==> config.mk <==
export PLATFORM = sky130hd
export DESIGN_NAME = bids_nx_controller
export DESIGN_NICKNAME = d
export VERILOG_FILES = /design/src/rtl/bids_nx_controller.sv
export SDC_FILE = /design/constraint.sdc
export NUM_CORES = 1
export LEC_CHECK = 0
export BUFFER_PORTS_ARGS = -buffer_cell sky130_fd_sc_hd__buf_2
export CAP_MARGIN = 20
export CELL_PAD_IN_SITES_DETAIL_PLACEMENT = 0
export CELL_PAD_IN_SITES_GLOBAL_PLACEMENT = 2
export CORE_ASPECT_RATIO = 1.25
export CORE_UTILIZATION = 38
export DETAILED_ROUTE_END_ITERATION = 8
export GPL_ROUTABILITY_DRIVEN = 0
export PLACE_DENSITY = 0.89
export SLEW_MARGIN = 0
export SYNTH_ARGS = -nofsm -noshare
export SYNTH_HDL_FRONTEND = slang
export SYNTH_SLANG_ARGS = --single-unit
==> constraint.sdc <==
create_clock -name clk -period 35.1 [get_ports clk]
set_input_delay 0 -clock clk [delete_from_list [all_inputs] [get_ports clk]]
set_output_delay 0 -clock clk [all_outputs]
set_load 0.05 [all_outputs]
==> src/rtl/bids_nx_controller.sv <==
// bids_nx_controller: N-bidder auction controller.
// A host issues opcodes (C_op/C_data/C_idx, qualified by C_start) to load
// balances, set the mask, round timer and per-bid charge, lock/unlock the
// block, and open/close rounds. During a round the bidders submit bids. The
// block charges every accepted bid, tracks the leader, deducts the winning
// amount at round end and pulses win/roundOver.
// Ports:
//   clk, reset_n             clock, synchronous active-low reset
//   C_op/C_data/C_idx        host opcode, operand, LoadBal bidder select
//   C_start                  opcode valid strobe
//   bidAmt/bid/retract       per-bidder bid amount, bid and retract requests
//   ack/err                  per-bidder acknowledge pulse and 2-bit code
//   balance                  per-bidder balances, flattened
//   win/roundOver            winner pulse, round end pulse
//   ready/ctl_err            control ops accepted, control error pulse
//   maxBid                   current or final leading bid
//
// state       | meaning
// ST_LOCKED   | control ops blocked until Unlock with the matching key
// ST_UNLOCKED | configuration and round start accepted
// ST_ROUND    | bidding open, timer counting down
module bids_nx_controller #(
  parameter int N_BIDDERS = 3,
  parameter int BID_W = 16,
  parameter int BAL_W = 32,
  parameter int TIMER_W = 16,
  parameter logic [TIMER_W-1:0] DEF_TIMER = 16'hFFFF,
  parameter int IDX_W = (N_BIDDERS > 1) ? $clog2(N_BIDDERS) : 1
) (
  input  logic                         clk,
  input  logic                         reset_n,
  input  logic [3:0]                   C_op,
  input  logic [31:0]                  C_data,
  input  logic [IDX_W-1:0]             C_idx,
  input  logic                         C_start,
  input  logic [BID_W*N_BIDDERS-1:0]   bidAmt,
  input  logic [N_BIDDERS-1:0]         bid,
  input  logic [N_BIDDERS-1:0]         retract,
  output logic [N_BIDDERS-1:0]         ack,
  output logic [2*N_BIDDERS-1:0]       err,
  output logic [BAL_W*N_BIDDERS-1:0]   balance,
  output logic [N_BIDDERS-1:0]         win,
  output logic                         ready,
  output logic [2:0]                   ctl_err,
  output logic                         roundOver,
  output logic [BID_W-1:0]             maxBid
);

  localparam logic [3:0] OP_NOP = 4'd0, OP_UNLOCK = 4'd1, OP_LOCK = 4'd2,
                         OP_LOADBAL = 4'd3, OP_SETMASK = 4'd4, OP_SETTIMER = 4'd5,
                         OP_CHARGE = 4'd6, OP_ACTIVE = 4'd7, OP_CLOSE = 4'd8;
  localparam logic [IDX_W:0] N_LIM = (IDX_W+1)'(N_BIDDERS);

  typedef enum logic [1:0] {ST_LOCKED, ST_UNLOCKED, ST_ROUND} state_t;

  state_t                state, nx_state;
  logic [31:0]           key, nx_key;
  logic [N_BIDDERS-1:0]  mask, nx_mask;
  logic [TIMER_W-1:0]    timer_load, nx_timer_load, timer, nx_timer;
  logic [BID_W-1:0]      charge, nx_charge, nx_max_bid;
  logic [BAL_W-1:0]      bal [N_BIDDERS];
  logic [BAL_W-1:0]      nx_bal [N_BIDDERS];
  logic                  leader_vld, nx_leader_vld;
  logic [IDX_W-1:0]      leader, nx_leader;
  logic [N_BIDDERS-1:0]  nx_ack, nx_win, acc;
  logic [2*N_BIDDERS-1:0] nx_err;
  logic [2:0]            nx_ctl_err;
  logic                  nx_round_over, round_end, found;
  logic [BID_W-1:0]      amt, best_amt;
  logic [IDX_W-1:0]      best_idx;
  logic [BAL_W:0]        need;

  always_ff @(posedge clk) begin
    if (!reset_n) begin
      state      <= ST_UNLOCKED;
      key        <= '0;
      mask       <= '1;
      timer_load <= DEF_TIMER;
      timer      <= DEF_TIMER;
      charge     <= BID_W'(1);
      for (int i = 0; i < N_BIDDERS; i++) bal[i] <= '0;
      leader_vld <= 1'b0;
      leader     <= '0;
      maxBid     <= '0;
      ack        <= '0;
      err        <= '0;
      win        <= '0;
      ctl_err    <= '0;
      roundOver  <= 1'b0;
      ready      <= 1'b1;
    end else begin
      state      <= nx_state;
      key        <= nx_key;
      mask       <= nx_mask;
      timer_load <= nx_timer_load;
      timer      <= nx_timer;
      charge     <= nx_charge;
      for (int i = 0; i < N_BIDDERS; i++) bal[i] <= nx_bal[i];
      leader_vld <= nx_leader_vld;
      leader     <= nx_leader;
      maxBid     <= nx_max_bid;
      ack        <= nx_ack;
      err        <= nx_err;
      win        <= nx_win;
      ctl_err    <= nx_ctl_err;
      roundOver  <= nx_round_over;
      ready      <= (nx_state != ST_ROUND);
    end
  end

  always_comb begin
    for (int i = 0; i < N_BIDDERS; i++) balance[i*BAL_W +: BAL_W] = bal[i];
  end

  always_comb begin
    nx_state      = state;
    nx_key        = key;
    nx_mask       = mask;
    nx_timer_load = timer_load;
    nx_timer      = timer;
    nx_charge     = charge;
    nx_bal        = bal;
    nx_leader_vld = leader_vld;
    nx_leader     = leader;
    nx_max_bid    = maxBid;
    nx_ack        = '0;
    nx_err        = '0;
    nx_win        = '0;
    nx_ctl_err    = '0;
    nx_round_over = 1'b0;
    round_end     = 1'b0;
    acc           = '0;
    found         = 1'b0;
    amt           = '0;
    best_amt      = '0;
    best_idx      = '0;
    need          = '0;

    if (C_start) begin
      if (C_op > OP_CLOSE) begin
        nx_ctl_err = 3'b100;
      end else begin
        case (state)
          ST_UNLOCKED: begin
            case (C_op)
              OP_LOADBAL: begin
                if ({1'b0, C_idx} < N_LIM) begin
                  for (int i = 0; i < N_BIDDERS; i++)
                    if (C_idx == IDX_W'(i)) nx_bal[i] = C_data[BAL_W-1:0];
                end else begin
                  nx_ctl_err = 3'b011;
                end
              end
              OP_SETMASK:  nx_mask = C_data[N_BIDDERS-1:0];
              OP_SETTIMER: nx_timer_load = (C_data[TIMER_W-1:0] == '0) ? DEF_TIMER
                                                                      : C_data[TIMER_W-1:0];
              OP_CHARGE:   nx_charge = C_data[BID_W-1:0];
              OP_LOCK: begin
                nx_key   = C_data;
                nx_state = ST_LOCKED;
              end
              OP_ACTIVE: begin
                nx_state      = ST_ROUND;
                nx_timer      = timer_load;
                nx_max_bid    = '0;
                nx_leader_vld = 1'b0;
              end
              OP_UNLOCK, OP_CLOSE: nx_ctl_err = 3'b001;
              default: ;
            endcase
          end
          ST_LOCKED: begin
            if (C_op == OP_UNLOCK) begin
              if (C_data == key) nx_state = ST_UNLOCKED;
              else nx_ctl_err = 3'b010;
            end else if (C_op != OP_NOP) begin
              nx_ctl_err = 3'b001;
            end
          end
          default: begin
            if (C_op == OP_CLOSE) round_end = 1'b1;
            else if (C_op != OP_NOP) nx_ctl_err = 3'b001;
          end
        endcase
      end
    end

    // Down-counter: the edge that takes it from 1 to 0 is the round end.
    if (state == ST_ROUND) begin
      nx_timer = timer - TIMER_W'(1);
      if (timer <= TIMER_W'(1)) round_end = 1'b1;
    end

    // Bids compare against the registered maxBid; a leader retract clears
    // the lead before same-cycle accepted bids re-establish one.
    for (int i = 0; i < N_BIDDERS; i++) begin
      amt  = bidAmt[i*BID_W +: BID_W];
      need = (BAL_W+1)'(amt) + (BAL_W+1)'(charge);
      if (bid[i]) begin
        nx_ack[i] = 1'b1;
        if (state != ST_ROUND || !mask[i])   nx_err[2*i +: 2] = 2'b01;
        else if (amt <= maxBid)              nx_err[2*i +: 2] = 2'b11;
        else if ({1'b0, bal[i]} < need)      nx_err[2*i +: 2] = 2'b10;
        else begin
          acc[i]    = 1'b1;
          nx_bal[i] = bal[i] - BAL_W'(charge);
        end
      end else if (retract[i]) begin
        nx_ack[i] = 1'b1;
        if (state == ST_ROUND && leader_vld && leader == IDX_W'(i)) begin
          nx_max_bid    = '0;
          nx_leader_vld = 1'b0;
        end else begin
          nx_err[2*i +: 2] = 2'b01;
        end
      end
    end

    // Strict compare keeps the lowest index on ties.
    for (int i = 0; i < N_BIDDERS; i++) begin
      if (acc[i] && (!found || bidAmt[i*BID_W +: BID_W] > best_amt)) begin
        found    = 1'b1;
        best_amt = bidAmt[i*BID_W +: BID_W];
        best_idx = IDX_W'(i);
      end
    end
    if (found) begin
      nx_max_bid    = best_amt;
      nx_leader     = best_idx;
      nx_leader_vld = 1'b1;
    end

    if (round_end) begin
      nx_state      = ST_UNLOCKED;
      nx_round_over = 1'b1;
      if (nx_leader_vld) begin
        for (int i = 0; i < N_BIDDERS; i++) begin
          if (nx_leader == IDX_W'(i)) begin
            nx_bal[i] = nx_bal[i] - BAL_W'(nx_max_bid);
            nx_win[i] = 1'b1;
          end
        end
      end
      nx_leader_vld = 1'b0;
    end
  end

endmodule
After elaboration in Yosys (flattened, before gate mapping)
Cells that the tools add are included.

storage, ports and cells
  register bits = 217
  input bits = 95
  word-level logic and storage cells = 228

operators by class
  reduce and logical (&&, ||, !) cells = 36
  bitwise operators = 3
  muxes and demuxes = 129
  magnitude comparators = 11
  $add $sub $neg = 10
  eq/ne operators = 20

operators with widths
  kind                     count
  $mux W96                 7
  $mux W32                 18
  $mux W16                 23
  $sub A32 B16 Y32         6
  $lt A32 B17 Y1           3
  $mux W1                  53
  $add A16 B16 Y17         3
  $le A16 B16 Y1           3
  $mux W2                  21
  $eq A32 B32 Y1           1
  $gt A16 B16 Y1           2
  $reduce_and A4 Y1        5
  $eq A4 B3 Y1 const B     4
  $le A16 B1 Y1 const B    1
  $logic_not A16 Y1        1
  $sub A16 B1 Y16 const B  1
  $pmux W2 S2              3
  $mux W3                  3
  $eq A2 B1 Y1 const B     4
  $eq A2 B2 Y1 const B     4
  $eq A4 B2 Y1 const B     2
  $logic_not A2 Y1         4
  $logic_and A1 B1 Y1      6
  $pmux W3 S2              1
  other kinds (15)         30

Depth between registers and ports, before layout
Gate-level depths: netlist (run 1).

  word-level depth = 20
  gate-level depth with buffers = 65
  depth with buffers taken out = 58

Worst setup path before layout (run 1)
No wires, ideal clock.

  path kind = register to register
  start = register charge[1]
  end = register bal, in the netlist balance[20]
  period minus slack after synthesis = 12539 ps
  slack = 22561 ps
  data required time = 34972 ps
  cell stages (with the launch flop) = 61
  arrival time = 12411 ps
  library setup time = 128 ps
  cell sequence = dfxtp_1 inv_1 fa_1 nor2b_1 o21ai_0 a21oi_1 o21ai_0 a21oi_1 o21ai_0 a21boi_0 o21ai_0 a21oi_1 nand3_1 and3_1 xor2_1 ha_1 nand4_1 nor2_1 [... 25 more ...] or2_2 nand2_1 clkbuf_1 clkbuf_1 a221oi_1 ha_1 a21oi_1 o21ai_0 or4_1 a31oi_1 nor2b_1 o21a_1 o41ai_1 o21ai_0 maj3_1 a2111oi_0 xor2_1 nor2_1

between the ends
  word-level cells in the longest chain between the ends = 20
  elaborated cells between the ends (all ways) = 47
  those cells by class = add/sub (5); order compare (5); mux (30); reduce/logical (7)

RTL lines
  element                                               RTL line  source
  start: declaration                                    60        logic [BID_W-1:0] charge, nx_charge, nx_max_bid;
  start signal: assignment                              97        charge <= nx_charge;
  $add A16 B16 Y17                                      198       need = (BAL_W+1)'(amt) + (BAL_W+1)'(charge);
  $lt A32 B17 Y1                                        203       else if ({1'b0, bal[i]} < need) nx_err[2*i +: 2] = 2'b10;
  $mux W1                                               203
  $mux W1                                               202       else if (amt <= maxBid) nx_err[2*i +: 2] = 2'b11;
  $mux W1                                               201       if (state != ST_ROUND || !mask[i]) nx_err[2*i +: 2] = 2'b01;
  $mux W1                                               199       if (bid[i]) begin
  $mux W16 or $mux W1 (tied branches)                   221       if (acc[i] && (!found || bidAmt[i*BID_W +: BID_W] > best_amt)) begin
  $gt A16 B16 Y1 or $logic_not A1 Y1 (tied branches)    221
  [... 4 more ...]                                      --
  $logic_or A1 B1 Y1                                    221
  $logic_and A1 B1 Y1                                   221
  $mux W16, or another cell as far along                221
  $mux W16 or $mux W2 (tied branches)                   227       if (found) begin
  $sub A32 B16 Y32 or $logic_not A2 Y1 (tied branches)  239, 238
  $mux W32                                              238       if (nx_leader == IDX_W'(i)) begin
  $mux W96                                              236       if (nx_leader_vld) begin
  $mux W96 (*)                                          233       if (round_end) begin
  end: declaration                                      61        logic [BAL_W-1:0] bal [N_BIDDERS];

Mark *: on every way between the ends. The rest lies on a longest branch, timed or not.
A chain may end at the register's enable or synchronous reset.

Worst setup path in the final report (run 1)
  start = register charge[1]
  end = register bal, in the netlist balance[20]

between the ends
  word-level cells in the longest chain between the ends = 20
  elaborated cells between the ends (all ways) = 47
  those cells by class = add/sub (5); order compare (5); mux (30); reduce/logical (7)

RTL lines
  element                                             RTL line  source
  $add A16 B16 Y17                                    198
  $lt A32 B17 Y1                                      203
  $mux W1                                             203
  $mux W1                                             202
  $mux W1                                             201
  $mux W1                                             199
  $mux W16 or $mux W1 (tied branches)                 221
  $gt A16 B16 Y1 or $logic_not A1 Y1 (tied branches)  221
  [... 5 more ...]                                    --
  $logic_and A1 B1 Y1                                 221
  $mux W16 or $mux W1 (tied branches)                 221
  $mux W16 (*)                                        227
  via nx_max_bid[0]                                   60
  $sub A32 B16 Y32 (*)                                239       nx_bal[i] = nx_bal[i] - BAL_W'(nx_max_bid);
  $mux W32 (*)                                        238
  $mux W96 (*)                                        236
  $mux W96 (*)                                        233

Mark *: on every way through the listed nets, which the timed path passes. The rest lies on a longest branch.

==> results of run 1 <==
==> worst register-to-register path, delay by kind of cell (launching register included) <==
family / cells / cell delay, ns
adders and majority gates: 7 / 2.59
xor gates and xnor gates: 2 / 0.33
AOI/OAI and AO/OA: 26 / 5.82
and+or+nand+nor: 18 / 3.47
buffers and inverters: 4 / 1.01
DFF: 1 / 0.49
==> report_power, final <==
group          switching [mW]  leakage, nW  internal (mW)  total (mW)
clock network           0.133        0.463          0.173       0.306
registers             0.00251         1.75          0.249       0.251
logic                  0.0809         8.67         0.0455       0.126
==> worst max-delay path by stage <==
stage	from	endpoint	slack (ns)	depth (start not counted)
3_3_place_gp	charge[1]$_SDFFE_PN0P_	balance[22]$_SDFF_PN0_	21.82	57
6_report	charge[1]$_SDFFE_PN0P_	balance[20]$_SDFF_PN0_	21.23	57
3_5_place_dp	charge[1]$_SDFFE_PN0P_	balance[20]$_SDFF_PN0_	21.52	57
5_1_grt	charge[1]$_SDFFE_PN0P_	balance[22]$_SDFF_PN0_	19.90	57
4_1_cts	charge[1]$_SDFFE_PN0P_	balance[22]$_SDFF_PN0_	21.44	57
2_1_floorplan	charge[1]$_SDFFE_PN0P_	balance[20]$_SDFF_PN0_	22.56	60
==> area by class of cell <==
cell class	count	area [sq um]	area share
flip-flops and latches	217	4344	0.1712
clock buffers	34	773.2	0.03047
multi-input cells	2449	16560	0.6525
repair buffers	337	2155	0.08491
well taps	742	928.4	0.03659
clock inverters	18	192.7	0.007593
inverters	112	425.4	0.01676
==> registers in the layout, indices dropped and copies added (netlist names), 6 cells and up <==
signal,count
timer_load,16
balance,96
timer,16
err,6
key,32
charge,16
maxBid,16
==> synth_stat cells, types with 9 or more instances <==
master | count | share of area
a211o_1 | 12 | 0.0048
a211oi_1 | 21 | 0.0072
a21o_1 | 51 | 0.018
a21oi_1 | 268 | 0.062
a221oi_1 | 20 | 0.0080
a31oi_1 | 42 | 0.012
and2_1 | 12 | 0.0034
and3_1 | 16 | 0.0046
buf_2 | 9 | 0.0021
clkbuf_1 | 110 | 0.019
dfxtp_1 | 217 | 0.20
fa_1 | 9 | 0.0083
ha_1 | 274 | 0.16
inv_1 | 112 | 0.019
mux2i_1 | 52 | 0.024
nand2_1 | 356 | 0.061
nand2b_1 | 26 | 0.0075
nand3_1 | 83 | 0.019
nand4_1 | 60 | 0.017
nor2_1 | 304 | 0.052
nor2b_1 | 25 | 0.0072
nor3_1 | 81 | 0.019
nor4_1 | 29 | 0.0083
o211ai_1 | 28 | 0.0097
o21a_1 | 40 | 0.014
o21ai_0 | 115 | 0.026
o21bai_1 | 17 | 0.0059
o22ai_1 | 34 | 0.0098
o31ai_1 | 15 | 0.0052
o41ai_1 | 11 | 0.0044
or2_2 | 15 | 0.0043
or3_1 | 45 | 0.013
or4_1 | 16 | 0.0055
xnor2_1 | 119 | 0.048
xor2_1 | 47 | 0.019
==> stage by stage <==
stage | worst slack, ns | util | power [mW]
after detailed placement | 21.52 | 0.4207 | 0.3746
after CTS | 21.44 | 0.4503 | 0.6865
final | 21.23 | 0.4506 | 0.6837
after global routing | 19.90 | 0.4506 | 0.7068
after global placement | 21.82 | 0.4206 | 0.3729
after floorplan | 22.56 | - | 0.3305
==> layer usage <==
layer  GRT usage  part of all wire  vias to the layer above  wire length [um]
li1            -                 -                    11177                 -
met5           0                 0                        -                 0
met2      0.5328              0.46                      948             44290
met3     0.04219             0.063                      298              6051
met4      0.2443             0.088                        0              8421
met1      0.3691              0.39                    11298             37200
==> placed cells by master, fill, tap and decap left out, drive strengths merged, types with 10 or more instances in the layout <==
| cell type | synthesis | final |
|---|---|---|
| nand3 | 83 | 83 |
| o21bai | 17 | 17 |
| o21ai | 119 | 119 |
| a21oi | 271 | 271 |
| clkbuf | 111 | 34 |
| ha | 274 | 274 |
| mux2i | 52 | 52 |
| a31o | 11 | 11 |
| o21a | 40 | 40 |
| dfxtp | 217 | 217 |
| or2 | 16 | 16 |
| a2111oi | 12 | 12 |
| and2 | 12 | 12 |
| a31oi | 42 | 42 |
| or3 | 48 | 48 |
| o22ai | 34 | 34 |
| buf | 19 | 267 |
| a21boi | 10 | 10 |
| nand2 | 356 | 356 |
| a221oi | 20 | 20 |
| nor3 | 84 | 84 |
| a211oi | 23 | 23 |
| a211o | 12 | 12 |
| o31ai | 15 | 15 |
| or4 | 17 | 17 |
| nand4 | 60 | 60 |
| dlygate4sd3 | 0 | 70 |
| nand2b | 26 | 26 |
| and3 | 16 | 16 |
| xor2 | 47 | 47 |
| inv | 112 | 114 |
| nor2b | 25 | 25 |
| o211ai | 28 | 28 |
| nor4 | 31 | 31 |
| a21o | 52 | 52 |
| nor2 | 305 | 305 |
| xnor2 | 119 | 119 |
| o41ai | 11 | 11 |
==> cell families after synthesis <==
group | count (synthesis) | share of synthesized area
buffers and inverters | 242 | 0.04315
DFF | 217 | 0.1995
AOI/OAI and AO/OA | 816 | 0.2505
adders and majority gates | 288 | 0.1681
muxes | 58 | 0.02701
and+or+nand+nor | 1121 | 0.2449
xor gates and xnor gates | 166 | 0.06677
==> out/metrics.json, run 1 <==
{
  "global_route_wire_length_before_repair": {"value": 141300, "unit": "um"},
  "route.detailed.vias_per_inst": {"value": 6.068},
  "htreeDepth": {"value": 1},
  "floorplan.die.width": {"value": 216.1, "unit": "um"},
  "avgRoutedWirePerCell": {"value": 24.55, "unit": "um"},
  "syn-cell-area": {"value": 0.02178, "unit": "sq mm"},
  "reg2reg_setup_slack": {"value": 21.23, "unit": "ns"},
  "grt_max_degree": {"value": 95},
  "timing.rr.start": {"value": "charge[1]$_SDFFE_PN0P_"},
  "numCtsBuffers": {"value": 28},
  "hold_violations": {"value": 0},
  "hold_slack": {"value": 0.04295, "unit": "ns"},
  "clk-insertion-delay-late": {"value": 0.61, "unit": "ns"},
  "cts_tree": {"value": "done"},
  "portBuffers": {"value": 223},
  "hold_end": {"value": "maxBid[1]$_SDFF_PN0_"},
  "drive_gt1_frac": {"value": 0.1276},
  "start_util": {"value": 0.3867},
  "report.final.slew_viol_count": {"value": 0},
  "crit_path_frequent_cell": {"value": "o21ai_0"},
  "timing_worst_slew_pin_value": {"value": 1.082, "unit": "ns"},
  "detailroute.via_count": {"value": 23721},
  "globalRouteTotalUtil": {"value": 0.3195},
  "worst_r2r_endpoint": {"value": "balance[20]$_SDFF_PN0_"},
  "timing.critical_path.required": {"value": 35.54, "unit": "ns"},
  "cts_post_setup_buffers_inserted": {"value": 0},
  "number_of_global_route_vias_before_repair": {"value": 22881},
  "crit_type": {"value": "flip-flop to flip-flop"},
  "yosys.cell_types.count": {"value": 101},
  "cp-start-kind": {"value": "flip-flop"},
  "detailedRoute.firstIterationViolations": {"value": 1982},
  "hp-class": {"value": "input pin to flip-flop"},
  "maxClockFrequency": {"value": 72.08, "unit": "MHz"},
  "worst_ep_arrival_time": {"value": 14.31, "unit": "ns"},
  "final.min_clock_period": {"value": 13.87, "unit": "ns"},
  "ctsHoldBuffers": {"value": 70},
  "non_filler_instances": {"value": 3909},
  "cts.sinks": {"value": 217},
  "fp.dieH": {"value": 269.6, "unit": "um"},
  "grt-ovfl-total": {"value": 0},
  "static-leakage-power": {"value": 10.89, "unit": "nW"},
  "postSynth.asyncResetShare": {"value": 0},
  "design_area_final": {"value": 0.02538, "unit": "sq mm"},
  "drc": {"value": 0},
  "max_ir_drop_vdd": {"value": 0.03799, "unit": "mV"},
  "critPathCaptureType": {"value": "flip-flop"},
  "routed_wirelength": {"value": 95960, "unit": "um"},
  "count_of_flip_flops_with_a_built_in_enable_after_synthesis": {"value": 0},
  "hpwlAfterDp": {"value": 74140, "unit": "um"},
  "filler_cell_count": {"value": 5773},
  "clock_root_buffer": {"value": "clkbuf_16"},
  "final.setup_skew": {"value": 0.02981, "unit": "ns"},
  "finalSetupViolCount": {"value": 0},
  "number_of_cell_instances_on_the_worst_register_to_register_path": {"value": 57},
  "maxCapViolCount": {"value": 0},
  "worst_hold_path.num_cells": {"value": 4},
  "power.density": {"value": 26.94, "unit": "mW/mm^2"},
  "ios": {"value": 224},
  "postSynthAreaPerCell": {"value": 7.488, "unit": "sq um"},
  "critical_path.n_buffers_inverters": {"value": 4},
  "dominantRegCellSynth": {"value": "dfxtp_1"},
  "antenna_found_initial": {"value": 0},
  "detail-route-antenna-nets": {"value": 0},
  "fin_crit_sh": {"value": 0.3953},
  "finish.net_count": {"value": 3523},
  "hold_path.startpoint": {"value": "bidAmt[33]"},
  "clkSlewWorstSetupHoldPaths": {"value": 0.07, "unit": "ns"},
  "ys_seq_elements": {"value": 217},
  "rows": {"value": 97},
  "diodes": {"value": 0},
  "coreArea": {"value": 0.05631, "unit": "sq mm"},
  "path_delay_family": {"value": "compound AO/OA/AOI/OAI gates"},
  "slowest_stage": {"value": "a2111oi_0"},
  "crit_path_max_fanout": {"value": 35},
  "clock_path_buffers": {"value": 3},
  "maxSlewHeadroom": {"value": 0.2769},
  "final.setup.tns": {"value": 0, "unit": "ns"},
  "synth_warnings": {"value": 0},
  "number_of_gates_resized_after_cts": {"value": 0},
  "placedCellCount": {"value": 3786},
  "crit_path_max_incr_delay": {"value": 0.56, "unit": "ns"},
  "postSynthNetCount": {"value": 3286},
  "setup_repair_after_global_routing_missed_its_margin": {"value": "false"},
  "place_area": {"value": 0.02369, "unit": "sq mm"},
  "floorplan.die_area": {"value": 0.05827, "unit": "sq mm"},
  "post_synth_inst_count": {"value": 2908},
  "drt_pre_antenna_iters": {"value": 6},
  "synth.yosys.seq_area_share": {"value": 0.1995},
  "areaGrowthSynthToFinish": {"value": 16.53, "unit": "%"},
  "outcome": {"value": "finished clean"}
}
(Power assumes the default switching activity.)
==> inputs of run 2 (changes only) <==
- CORE_UTILIZATION: 38 -> 36
- PLACE_DENSITY: 0.89 -> 0.85
- clock period: 35.1 -> 13.7 ns (I/O delays scaled with it)
==> run 2 against run 1 <==
Clock skew is 0.0038 ns lower. Total power grew to 2.6 times the previous value. Non-clock buffer count is 7 higher. Sequential power grew to 2.6 times the previous value. Core utilization is 2.3 points lower. Cell count is 0.87% higher. First-iteration DRC count is 4.9% lower. Routed wire length is 1.7% lower. Hold slack worse by 0.015 ns. Fmax is 11% higher. Critical path type unchanged. Register-to-register slack worse by 20 ns. Critical endpoint unchanged. Highest routed layer is now met5.
==> out/metrics.json, run 2 (synthesis results as in run 1) <==
{
  "power.share.combinational": {"value": 0.181, "change": "-0.004"},
  "detailedRoute.firstIterationViolations": {"value": 1884, "change": "-4.9%"},
  "drt_pre_antenna_iters": {"value": 6, "change": "unchanged"},
  "crit_type": {"value": "flip-flop to flip-flop"},
  "route.detailed.vias_per_inst": {"value": 5.951, "change": "-1.9%"},
  "maxSlewHeadroom": {"value": 0.2685, "change": "-0.008475"},
  "wl_met3": {"value": 5343, "unit": "um", "change": "-12%"},
  "globalRouteTotalUtil": {"value": 0.2981, "change": "-0.02135"},
  "outcome": {"value": "finished clean"},
  "maxCapViolCount": {"value": 0, "change": "unchanged"},
  "most_common_cell_after_layout_fill_and_taps_aside": {"value": "nand2_1"},
  "worst_ep_arrival_time": {"value": 12.94, "unit": "ns", "change": "-1.37 ns"},
  "fin_crit_sh": {"value": 0.9121, "change": "+0.5168"},
  "layout_common_cells": {"value": "nand2_1, nor2_1, ha_1, a21oi_1, buf_2"},
  "number_of_global_route_vias_before_repair": {"value": 22449, "change": "-1.9%"},
  "crit_path_max_fanout": {"value": 29, "change": "-17%"},
  "hpwlAfterDp": {"value": 73510, "unit": "um", "change": "-0.85%"},
  "critPathCaptureType": {"value": "flip-flop"},
  "static-leakage-power": {"value": 10.97, "unit": "nW", "change": "+0.75%"},
  "multi_input_area": {"value": 0.01656, "unit": "sq mm", "change": "about the same"},
  "antenna_found_initial": {"value": 4, "change": "+4"},
  "slowest_stage": {"value": "a2111oi_1"},
  "place_area": {"value": 0.02375, "unit": "sq mm", "change": "+0.25%"},
  "design_area_final": {"value": 0.02551, "unit": "sq mm", "change": "+0.51%"},
  "timing_worst_slew_pin_value": {"value": 1.090, "unit": "ns", "change": "+0.008229 ns"},
  "share_of_power_burned_in_the_clock_network": {"value": 0.460, "change": "+0.012"},
  "met2WireLength": {"value": 43120, "unit": "um", "change": "-2.6%"},
  "clock_path_buffers": {"value": 3, "change": "unchanged"},
  "worst_hold_path.num_cells": {"value": 4, "change": "unchanged"},
  "floorplan.die_area": {"value": 0.06148, "unit": "sq mm", "change": "+5.5%"},
  "power.density": {"value": 70.14, "unit": "mW/mm^2", "change": "+160%"},
  "avgRoutedWirePerCell": {"value": 23.91, "unit": "um", "change": "-2.6%"},
  "critical_path.n_buffers_inverters": {"value": 7, "change": "+3"},
  "report.final.slew_viol_count": {"value": 0, "change": "unchanged"},
  "power_frac_seq": {"value": 0.359, "change": "-0.008"},
  "areaGrowthSynthToFinish": {"value": 17.13, "unit": "%"},
  "hp-class": {"value": "input pin to flip-flop"},
  "numCtsBuffers": {"value": 28, "change": "unchanged"},
  "power.switching_fraction": {"value": 0.3148, "change": "-0.001648"},
  "ios": {"value": 224, "change": "unchanged"},
  "final.setup_skew": {"value": 0.02596, "unit": "ns", "change": "-0.003847 ns"},
  "hold_slack": {"value": 0.02799, "unit": "ns", "change": "-0.01496 ns"},
  "setup_repair_after_global_routing_missed_its_margin": {"value": "false"},
  "non_filler_instances": {"value": 3943, "change": "+0.87%"},
  "placedCellCount": {"value": 3816, "change": "+0.79%"},
  "cp-start-kind": {"value": "flip-flop"},
  "detailroute.via_count": {"value": 23463, "change": "-1.1%"},
  "internal_power": {"value": 1.226, "unit": "mW", "change": "+160%"},
  "coreArea": {"value": 0.05968, "unit": "sq mm", "change": "+6.0%"},
  "clk-insertion-delay-late": {"value": 0.62, "unit": "ns", "change": "about the same"},
  "final.min_clock_period": {"value": 12.50, "unit": "ns", "change": "-1.378 ns"},
  "reg2reg_setup_slack": {"value": 1.20, "unit": "ns", "change": "-20.02 ns"},
  "hold_end": {"value": "ctl_err[1]$_SDFF_PP0_"},
  "maxClockFrequency": {"value": 80.03, "unit": "MHz", "change": "+11%"},
  "timing.rr.start": {"value": "charge[1]$_SDFFE_PN0P_"},
  "htreeDepth": {"value": 1, "change": "unchanged"},
  "clock_root_buffer": {"value": "clkbuf_16"},
  "number_of_cell_instances_on_the_worst_register_to_register_path": {"value": 60, "change": "+5.3%"},
  "crit_path_start": {"value": "charge[1]$_SDFFE_PN0P_"},
  "cts.sinks": {"value": 217, "change": "unchanged"},
  "topRoutingLayerUsed": {"value": "met5"},
  "crit_path_frequent_cell": {"value": "o21ai_0"},
  "finalSetupViolCount": {"value": 0, "change": "unchanged"},
  "total_switching_power": {"value": 0.5631, "unit": "mW", "change": "+160%"},
  "grt-ovfl-total": {"value": 0, "change": "unchanged"},
  "portBuffers": {"value": 223, "change": "unchanged"},
  "floorplan.die.width": {"value": 222.0, "unit": "um", "change": "+2.7%"},
  "grt_max_degree": {"value": 86, "change": "-9.5%"},
  "start_util": {"value": 0.3649, "change": "-0.02182"},
  "path_delay_family": {"value": "compound AO/OA/AOI/OAI gates"},
  "timing.critical_path.required": {"value": 14.15, "unit": "ns", "change": "-21.39 ns"},
  "rows": {"value": 100, "change": "+3.1%"},
  "finish.net_count": {"value": 3530, "change": "+0.20%"},
  "drc": {"value": 0, "change": "unchanged"},
  "worst_r2r_endpoint": {"value": "balance[20]$_SDFF_PN0_"},
  "global_route_wire_length_before_repair": {"value": 139300, "unit": "um", "change": "-1.4%"},
  "final.setup.tns": {"value": 0, "unit": "ns", "change": "unchanged"},
  "sequential_cell_area": {"value": 0.004345, "unit": "sq mm", "change": "about the same"},
  "drt-met1-wl": {"value": 38080, "unit": "um", "change": "+2.4%"},
  "drive_gt1_frac": {"value": 0.1320, "change": "+0.004445"},
  "routed_wirelength": {"value": 94300, "unit": "um", "change": "-1.7%"},
  "fp.dieH": {"value": 277.0, "unit": "um", "change": "+2.7%"},
  "finalPower": {"value": 1.789, "unit": "mW", "change": "+160%"},
  "path_depth": {"value": 60, "change": "+5.3%"},
  "max_ir_drop_vdd": {"value": 0.1023, "unit": "mV", "change": "+170%"},
  "largest_register_ff_count": {"value": 96, "change": "unchanged"},
  "hold_violations": {"value": 0, "change": "unchanged"},
  "crit_path_max_incr_delay": {"value": 0.48, "unit": "ns", "change": "-0.08 ns"},
  "clkSlewWorstSetupHoldPaths": {"value": 0.06, "unit": "ns", "change": "about the same"},
  "hold_path.startpoint": {"value": "C_op[2]"},
  "filler_cell_count": {"value": 6151, "change": "+6.5%"},
  "detail-route-antenna-nets": {"value": 0, "change": "unchanged"},
  "cts_tree": {"value": "done"}
}
==> run 2: changes by cell type in the layout (fill, tap and decap cells not counted), sizes merged <==
cell	previous run	this run
bufinv	2	4
diode	0	4
buf	267	279
clkbuf	34	33
dlygate4sd3	70	64
inv	114	116
clkinv	9	7
==> run 2: power groups by stage <==
stage / sequential (mW) / combinational [mW] / clock (mW)
after floorplan: 0.664 / 0.182 / 0
after global placement: 0.656 / 0.300 / 0
after detailed placement: 0.656 / 0.304 / 0
after CTS: 0.642 / 0.319 / 0.836
after global routing: 0.643 / 0.350 / 0.860
final: 0.642 / 0.324 / 0.822
==> run 2: worst register-to-register path, delay by kind of cell (launching register included) <==
family / cells / cell delay (ns)
fa+ha+maj: 7 / 2.44
xor+xnor: 2 / 0.33
simple gates: 18 / 2.72
flops: 1 / 0.46
buf+inv: 7 / 1.15
compound gates: 26 / 5.26
==> run 2: cell type report <==
type / count / share of cell area
multi-input cells: 2449 / 0.6492
flip-flops and latches: 217 / 0.1704
repair buffers: 344 / 0.08653
well taps: 765 / 0.03753
clock buffers: 32 / 0.02924
inverters: 112 / 0.01668
clock inverters: 20 / 0.01006
diodes: 4 / 0.0003924
==> run 2: how the worst max path moves through the flow <==
stage	endpoint
floorplan	balance[20]$_SDFF_PN0_
global placement	balance[22]$_SDFF_PN0_
detailed placement	balance[22]$_SDFF_PN0_
CTS	balance[22]$_SDFF_PN0_
global route	balance[84]$_SDFF_PN0_
finish	balance[20]$_SDFF_PN0_
==> run 2: layer usage <==
layer | up-vias | track usage
met2 | 916 | 0.4965
met4 | 2 | 0.2153
met3 | 238 | 0.03385
met1 | 11092 | 0.3552
met5 | - | 0
li1 | 11215 | -
==> run 2: repair_timing <==
action,4_1_cts,5_1_grt
hold endpoints to repair,98,0
endpoints found under the setup margin,0,41
hold buffers,64,0
setup buffers,0,4
gates resized for setup,0,8
==> run 2: through the flow <==
stage,setup slack [ns],utilization
finish,1.204,0.4274
global route,0.1009,0.4272
CTS,0.4237,0.4255
detailed placement,0.5441,0.3980
global placement,0.8894,0.3978
floorplan,1.161,-
